[config.mk]
export PLATFORM = sky130hd
export DESIGN_NAME = ysyx_22040759_pc_redirect
export DESIGN_NICKNAME = d
export VERILOG_FILES = /design/src/rtl/ysyx_22040759_pc_redirect_pkg.sv /design/src/rtl/ysyx_22040759_ibuf.sv /design/src/rtl/ysyx_22040759_pc_redirect.sv
export SDC_FILE = /design/constraint.sdc
export NUM_CORES = 1
export LEC_CHECK = 0
export BUFFER_PORTS_ARGS = -buffer_cell sky130_fd_sc_hd__buf_4
export CORE_MARGIN = 2
export CORE_UTILIZATION = 45
export CTS_BUF_LIST = sky130_fd_sc_hd__clkbuf_16
export CTS_CLUSTER_DIAMETER = 150
export CTS_CLUSTER_SIZE = 10
export DETAILED_ROUTE_END_ITERATION = 10
export HOLD_SLACK_MARGIN = 0.15
export PLACE_DENSITY = 0.71
export SYNTH_ARGS = -nofsm -noshare
export SYNTH_HDL_FRONTEND = slang
export SYNTH_HIERARCHICAL = 1
export SYNTH_SLANG_ARGS = --single-unit
[constraint.sdc]
create_clock -name clock -period 3.6 [get_ports clock]
set_input_delay 0.72 -clock clock [delete_from_list [all_inputs] [get_ports clock]]
set_output_delay 0.72 -clock clock [all_outputs]
set_load 0.01 [all_outputs]
[src/rtl/ysyx_22040759_pc_redirect_pkg.sv]
// Shared definitions for the fetch PC generator: reset PC default,
// FSM state encodings and the NOP instruction word.
package ysyx_22040759_pc_redirect_pkg;

  localparam logic [63:0] PC_RESET_DEFAULT = 64'h0000_0000_8000_0000;
  localparam logic [31:0] INST_NOP         = 32'h0000_0013;

  typedef enum logic [1:0] {
    ST_BOOT = 2'd0,
    ST_RUN  = 2'd1,
    ST_KILL = 2'd2,
    ST_HALT = 2'd3
  } state_e;

endpackage

[src/rtl/ysyx_22040759_ibuf.sv]
// One-entry holding register for the instruction handed to decode.
// Clear wins over load, load wins over consume.
module ysyx_22040759_ibuf
  import ysyx_22040759_pc_redirect_pkg::*;
(
  input  logic        clk_i,
  input  logic        rst_ni,
  input  logic        clear_i,
  input  logic        load_i,
  input  logic        consume_i,
  input  logic [31:0] inst_i,
  input  logic [63:0] pc_i,
  output logic        valid_o,
  output logic [31:0] inst_o,
  output logic [63:0] pc_o
);

  logic        valid_q, valid_d;
  logic [31:0] inst_q, inst_d;
  logic [63:0] pc_q, pc_d;

  // Next-state selection for the holding entry
  always_comb begin
    valid_d = valid_q;
    inst_d  = inst_q;
    pc_d    = pc_q;
    if (clear_i) begin
      valid_d = 1'b0;
    end else if (load_i) begin
      valid_d = 1'b1;
      inst_d  = inst_i;
      pc_d    = pc_i;
    end else if (consume_i) begin
      valid_d = 1'b0;
    end
  end

  // Entry register; reset presents a NOP at PC 0 marked invalid
  always_ff @(posedge clk_i or negedge rst_ni) begin
    if (!rst_ni) begin
      valid_q <= 1'b0;
      inst_q  <= INST_NOP;
      pc_q    <= 64'd0;
    end else begin
      valid_q <= valid_d;
      inst_q  <= inst_d;
      pc_q    <= pc_d;
    end
  end

  assign valid_o = valid_q;
  assign inst_o  = inst_q;
  assign pc_o    = pc_q;

endmodule

[src/rtl/ysyx_22040759_pc_redirect.sv]
// Fetch-side PC generator: owns the fetch PC, drives the req/ack fetch
// handshake, consumes taken-branch redirects from execute and kills
// wrong-path fetches (in flight or buffered).
module ysyx_22040759_pc_redirect
  import ysyx_22040759_pc_redirect_pkg::*;
#(
  parameter logic [63:0] RESET_PC = PC_RESET_DEFAULT
) (
  input  logic        clock,
  input  logic        reset_n,
  input  logic        br_taken_i,
  input  logic [63:0] br_pc_i,
  input  logic        stall_i,
  output logic        if_req_o,
  output logic [63:0] if_addr_o,
  input  logic        if_ack_i,
  input  logic [31:0] if_rdata_i,
  output logic        inst_valid_o,
  output logic [31:0] inst_o,
  output logic [63:0] inst_pc_o,
  output logic        flush_o,
  output logic        misalign_o
);

  state_e      state_q, state_d;
  logic [63:0] pc_q, pc_d;
  logic [63:0] tgt_q, tgt_d;
  logic        pend_q, pend_d;
  logic        mis_q, mis_d;

  logic        active;
  logic        redir;
  logic        br_mis;
  logic        ack_fire;
  logic        buf_valid;
  logic        buf_load;
  logic        buf_consume;

  assign active   = (state_q == ST_RUN) || (state_q == ST_KILL);
  assign redir    = br_taken_i && active;
  assign br_mis   = (br_pc_i[1:0] != 2'b00);
  assign ack_fire = if_req_o && if_ack_i;

  // Request generation: an outstanding request is never withdrawn, and a
  // fresh one is held back only while decode stalls on a buffered inst
  always_comb begin
    if_req_o = 1'b0;
    unique case (state_q)
      ST_RUN:  if_req_o = pend_q || !(buf_valid && stall_i);
      ST_KILL: if_req_o = 1'b1;
      default: if_req_o = 1'b0;
    endcase
  end

  assign if_addr_o  = pc_q;
  assign flush_o    = redir;
  assign misalign_o = mis_q;

  // Only right-path data returned in RUN reaches decode
  assign buf_load    = (state_q == ST_RUN) && ack_fire && !br_taken_i;
  assign buf_consume = buf_valid && !stall_i;

  ysyx_22040759_ibuf u_ibuf (
    .clk_i     (clock),
    .rst_ni    (reset_n),
    .clear_i   (redir),
    .load_i    (buf_load),
    .consume_i (buf_consume),
    .inst_i    (if_rdata_i),
    .pc_i      (pc_q),
    .valid_o   (buf_valid),
    .inst_o    (inst_o),
    .pc_o      (inst_pc_o)
  );

  assign inst_valid_o = buf_valid;

  // FSM next state, PC advance and redirect target capture
  always_comb begin
    state_d = state_q;
    pc_d    = pc_q;
    tgt_d   = tgt_q;
    mis_d   = mis_q;
    pend_d  = if_req_o && !if_ack_i;
    unique case (state_q)
      ST_BOOT: begin
        state_d = ST_RUN;
      end
      ST_RUN, ST_KILL: begin
        if (redir) begin
          if (br_mis) begin
            state_d = ST_HALT;
            mis_d   = 1'b1;
            pend_d  = 1'b0;
          end else if (if_req_o && !if_ack_i) begin
            // Wrong-path request still open: finish it at the old address
            state_d = ST_KILL;
            tgt_d   = br_pc_i;
          end else begin
            state_d = ST_RUN;
            pc_d    = br_pc_i;
          end
        end else if (state_q == ST_KILL) begin
          if (ack_fire) begin
            state_d = ST_RUN;
            pc_d    = tgt_q;
          end
        end else if (ack_fire) begin
          pc_d = pc_q + 64'd4;
        end
      end
      default: begin
        pend_d = 1'b0;
      end
    endcase
  end

  // Control and PC state registers
  always_ff @(posedge clock or negedge reset_n) begin
    if (!reset_n) begin
      state_q <= ST_BOOT;
      pc_q    <= RESET_PC;
      tgt_q   <= 64'd0;
      pend_q  <= 1'b0;
      mis_q   <= 1'b0;
    end else begin
      state_q <= state_d;
      pc_q    <= pc_d;
      tgt_q   <= tgt_d;
      pend_q  <= pend_d;
      mis_q   <= mis_d;
    end
  end

endmodule

==> flow_metrics.py, run 1 <==
metrics = {
    "power": {
        "power_leakage_nw": 6.68,
        "max-vdd-ir-drop_mv": 0.451,
        "power_mw": 11.7,
        "power.density_mw_per_mm2": 809,
    },
    "synth": {
        "synth_top_family_by_area": "multiplexers",
        "synth_cells": 1029,
        "syn_area_per_cell_sq_um": 11.1,
        "synth_nets": 1135,
        "yosysWarningCount": 6,
        "synth_xor_area_frac": 0.0299,
        "synth_flop_cell": "dfrtp_1",
        "ys_types": 68,
        "synthAdderAreaFrac": 0.00548,
        "ys_seq_area_frac": 0.502,
        "yosys-mux-area-fraction": 0.181,
        "synth_compound_area_frac": 0.0998,
        "synth-simple-area-share": 0.147,
        "synth_edf_count": 0,
        "async_reset_ff_frac": 1.00,
        "synth_area_sq_mm": 0.0114,
        "synth_seq_cells": 229,
    },
    "worst_setup_path": {
        "ff2ff_setup_slack_ps": 380,
        "crit_path_start_kind": "register",
        "end_kind": "register",
        "arrival_ps": 3650,
        "crit_fanout": 49,
        "path_class": "reg2reg",
        "cp.required_ps": 4030,
    },
    "clocking": {
        "numCtsBuffers": 26,
        "ctsResizeCount": 0,
        "post_cts_buffers": 0,
        "cts_tree": "done",
        "clkTransAtPathRegs_ps": 60,
        "hold_buffers": 0,
        "ctsLongestPathBuffers": 3,
        "clk_latency_ps": 530,
        "h-tree-depth": 1,
        "tritoncts_num_sinks": 229,
        "root_buffer": "clkbuf_16",
    },
    "global_routing": {
        "grt_overflow": 0,
        "grt_pass1_wl_mm": 51.8,
        "grt_pass1_vias": 9241,
        "grtUsageTotal": 0.246,
        "grt_max_degree": 95,
        "antenna_found_initial": 2,
    },
    "final_layout": {
        "syn_to_final_growth_pct": 26.7,
        "layout_commonest_cell": "buf_4",
        "fin_nets": 1390,
        "drive_above_1_share": 0.377,
        "final_area_sq_mm": 0.0145,
        "instances_no_fill": 1626,
        "layout_common_cells": "buf_4, dfrtp_1, mux2_2",
    },
    "timing": {
        "relSlewSlack": 0.276,
        "fin_crit_sh": 0.894,
        "worst_pin_slew_ps": 1080,
        "final.setup.tns_ps": 0,
        "fmax_mhz": 311,
        "slew_viol_final": 0,
        "setup_viol": 0,
        "rsz0062_at_grt": "no",
        "fin_skew_ps": 16.3,
        "hold_viol": 0,
        "fin_crit_ps": 3220,
    },
    "die": {
        "core-area_sq_mm": 0.0250,
        "start_util": 0.456,
        "pin_count": 265,
        "die_w_um": 163,
        "rows": 58,
        "fp.dieH_um": 163,
        "die_area_sq_mm": 0.0267,
    },
    "drt": {
        "first_pass_iters": 5,
        "postRouteWirelength_mm": 33.2,
        "drc_errors": 0,
        "drtIter0Drc": 792,
        "drtAntennaViolNets": 0,
        "vias": 9316,
        "wire_per_inst_um": 20.4,
        "avgViaCountPerCell": 5.73,
    },
    "placement": {
        "place_hpwl_mm": 23.1,
        "place.gp.congestion": 0.855,
        "placed_cells": 1586,
        "place_area_sq_mm": 0.0138,
        "numPortBuffers": 264,
    },
    "status": {
        "outcome": "finished clean",
    },
    "job": {
        "drv_cap": 0,
    },
    "hold_path": {
        "hp-class": "in2async",
    },
}
worst paths after layout:
| check | startpoint | endpoint | cells past startpoint |
|---|---|---|---|
| worst min register to register | tgt_q[1] | tgt_q[1] | 1 |
| worst max register to register | state_q[0] | if_addr_o[22] | 8 |
| min in group clock | if_ack_i | pend_q | 2 |
| worst min-delay path | reset_n | u_ibuf/inst_o[11] | 1 |
| max in group asynchronous | reset_n | tgt_q[28] | 2 |
| worst max-delay path | state_q[0] | if_addr_o[22] | 8 |
routing by layer:
metal  global-route usage  part of all wire  vias to the layer above  wire length [um]
met5                    0                 0                        -                 0
met4               0.0877             0.035                        0              1160
met3               0.0564             0.091                       72              3020
met2                0.395              0.46                      414             15300
met1                0.327              0.41                     4573             13800
li1                     -                 -                     4257                 -
power by group:
part / internal, mW / leakage (nW) / switching [mW]
registers: 3.72 / 2.83 / 1.07
logic: 2.46 / 3.46 / 2.14
clock network: 1.32 / 0.391 / 1.00
total: 7.50 / 6.68 / 4.22
synthesized netlist by cell type, types with 7 or more instances:
master    count  area, sq um
mux2i_1      11          110
o21ai_1      12         60.1
xor2_1       22          193
a221oi_1     15          131
o21ai_0      51          255
and3_1       38          238
inv_1         9         33.8
nor3_1       12         60.1
a21oi_1      61          305
o211ai_1     13         97.6
and2_1        7         43.8
mux2_4       40          601
nand2b_1      7         43.8
nor4_1       12         75.1
nand3_1      58          290
mux2_1       11          124
nor2_1       49          184
nand4_1      24          150
clkbuf_1     37          139
mux2_2      110         1240
nand2_1      82          308
dfrtp_1     225         5630
xnor2_1      17          149
buf_2        18         90.1
metrics by stage:
step | setup slack [ps] | hold WS [ps] | util
after global placement | 519 | 470 | 0.549
after global routing | 119 | 271 | 0.578
final | 381 | 198 | 0.578
after CTS | 370 | 236 | 0.578
after floorplan | 589 | 424 | -
after detailed placement | 377 | 472 | 0.549
cell type report:
class | instances | area [sq um]
Antenna cell | 2 | 5.00
Clock buffer | 27 | 676
Clock inverter | 11 | 41.3
Fill cell | 2149 | 10600
Inverter | 11 | 41.3
Multi-Input combinational cell | 725 | 5330
Sequential cell | 229 | 5740
Tap cell | 330 | 413
Timing Repair Buffer | 291 | 2230
cell families after synthesis:
group | after synthesis
AOI/OAI and AO/OA | 188
xor gates and xnor gates | 39
DFF | 229
muxes | 172
and+or+nand+nor | 321
buffers and inverters | 75
adders and majority gates | 5
worst max-delay path: stages (launching register included):
cell      delay, ps
dfrtp_1         400
inv_1           110
ha_2            360
and4bb_1        280
nor4b_2         440
or2_1           180
buf_4           440
nand3_1         550
o21ai_0         360
sequential cells by signal, summed over array words and instances (netlist names):
| name | count |
|---|---|
| if_addr_o | 64 |
| misalign_o | 1 |
| pend_q | 1 |
| state_q | 2 |
| tgt_q | 64 |
| u_ibuf/inst_o | 32 |
| u_ibuf/pc_o | 64 |
| u_ibuf/valid_o | 1 |
(Power assumes the default switching activity.)
==> run 2, diff against run 1 <==
- RECOVER_POWER: not set -> 50
==> flow_metrics.py, run 2 (synthesized netlist as in run 1, its figures left out) <==
metrics = {
    "final_layout": {
        "drive_above_1_share": 0.314,
        "syn_to_final_growth_pct": 23.9,
        "layout_commonest_cell": "dfrtp_1",
        "final_area_sq_mm": 0.0141,
        "fin_nets": 1390,
        "layout_common_cells": "dfrtp_1, buf_4, mux2_2",
        "n_fill_cell": 2212,
    },
    "timing": {
        "final.setup.tns_ps": 0,
        "worst_pin_slew_ps": 2400,
        "fin_crit_sh": 0.896,
        "fin_crit_ps": 3220,
        "fmax_mhz": 310,
        "slew_viol_final": 94,
        "fin_skew_ps": 14.7,
        "rsz0062_at_grt": "no",
        "setup_viol": 0,
        "relSlewSlack": -0.602,
        "hold_viol": 0,
    },
    "die": {
        "rows": 58,
        "fp.dieH_um": 163,
        "pin_count": 265,
        "core-area_sq_mm": 0.0250,
        "die_area_sq_mm": 0.0267,
        "die_w_um": 163,
        "start_util": 0.456,
    },
    "worst_setup_path": {
        "cp_cell_sequence": "inv_1 -> ha_2 -> and4bb_1 -> nor4b_2 -> or2_1 -> buf_4 -> nand3_1 -> o21ai_0",
        "arrival_ps": 3650,
        "crit_slowest_cell": "nand3_1",
        "cp.required_ps": 4020,
        "crit_path_start_kind": "register",
        "crit_fanout": 49,
        "path_class": "reg2reg",
        "cpPeakStageDelay_ps": 560,
        "end_kind": "register",
    },
    "global_routing": {
        "antenna_found_initial": 2,
        "grt_max_degree": 95,
        "grt_pass1_wl_mm": 51.8,
        "grt_overflow": 0,
        "grt_pass1_vias": 9241,
        "grtUsageTotal": 0.246,
    },
    "placement": {
        "numPortBuffers": 264,
        "place_hpwl_mm": 23.1,
        "place.gp.congestion": 0.855,
        "place_area_sq_mm": 0.0138,
    },
    "clocking": {
        "h-tree-depth": 1,
        "numCtsBuffers": 26,
        "root_buffer": "clkbuf_16",
        "ctsResizeCount": 0,
        "tritoncts_num_sinks": 229,
        "cts_tree": "done",
        "post_cts_buffers": 0,
        "clkTransAtPathRegs_ps": 60,
        "clk_latency_ps": 530,
        "hold_buffers": 0,
        "ctsLongestPathBuffers": 3,
    },
    "power": {
        "power.density_mw_per_mm2": 805,
        "power_leakage_nw": 6.36,
        "max-vdd-ir-drop_mv": 0.436,
    },
    "status": {
        "violations": "max-capacitance violations, max-slew violations",
        "outcome": "finished, violations left",
    },
    "drt": {
        "postRouteWirelength_mm": 33.3,
        "avgViaCountPerCell": 5.73,
        "drtAntennaViolNets": 0,
        "wire_per_inst_um": 20.5,
        "drc_errors": 0,
        "vias": 9316,
        "drtIter0Drc": 781,
        "first_pass_iters": 5,
    },
    "job": {
        "drv_cap": 1,
    },
    "hold_path": {
        "hp-class": "in2reg",
    },
}
run 2: final timing paths:
| path | startpoint | slack, ps | to | cells past startpoint |
|---|---|---|---|---|
| max in group asynchronous | reset_n | 830 | u_ibuf/pc_o[19] | 2 |
| worst min register to register | tgt_q[1] | 490 | tgt_q[1] | 1 |
| worst max register to register | state_q[0] | 380 | if_addr_o[22] | 8 |
| worst min-delay path | if_ack_i | 410 | pend_q | 2 |
| min in group asynchronous | reset_n | 920 | u_ibuf/inst_o[11] | 1 |
| worst max-delay path | state_q[0] | 380 | if_addr_o[22] | 8 |
run 2: per-stage QoR:
step	hold WS (ps)	worst slack [ps]	util	cells	power [mW]
6_report	409	376	0.565	1626	11.4
2_1_floorplan	424	589	-	1029	7.20
5_1_grt	396	119	0.565	1625	12.1
3_5_place_dp	472	377	0.549	1586	9.44
3_3_place_gp	470	519	0.549	1586	9.29
4_1_cts	236	370	0.578	1624	11.8
run 2: report_power, final:
group | internal, mW | switching, mW | total [mW] | leakage [nW]
Clock | 1.32 | 0.997 | 2.32 | 0.391
Sequential | 3.72 | 1.06 | 4.78 | 2.83
Combinational | 2.14 | 2.15 | 4.29 | 3.14
Total | 7.18 | 4.21 | 11.4 | 6.36
run 2: layout make-up:
class / count / area (sq um) / share of cell area
antenna: 2 / 5.00 / 0.000354
clock buffer: 27 / 676 / 0.0477
clock inverter: 11 / 41.3 / 0.00292
inverter: 11 / 41.3 / 0.00292
multi-input combinational: 725 / 5330 / 0.377
sequential: 229 / 5740 / 0.405
tap: 330 / 413 / 0.0292
timing repair buffer: 291 / 1900 / 0.135
run 2: metal layers:
metal / vias up / share of wire / GRT usage / wire length (um)
met1: 4557 / 0.41 / 0.327 / 13800
met5: - / 0 / 0 / 0
met4: 0 / 0.035 / 0.0877 / 1150
li1: 4256 / - / - / -
met3: 72 / 0.094 / 0.0564 / 3150
met2: 431 / 0.46 / 0.395 / 15200
run 2: critical path, delay by kind of cell, from the launching register on:
kind                     cells  cell delay (ps)
buffers and inverters        2              540
flip-flops                   1              400
AO/OA/AOI/OAI                1              360
adder cells (fa/ha/maj)      1              360
AND/OR/NAND/NOR              4             1460
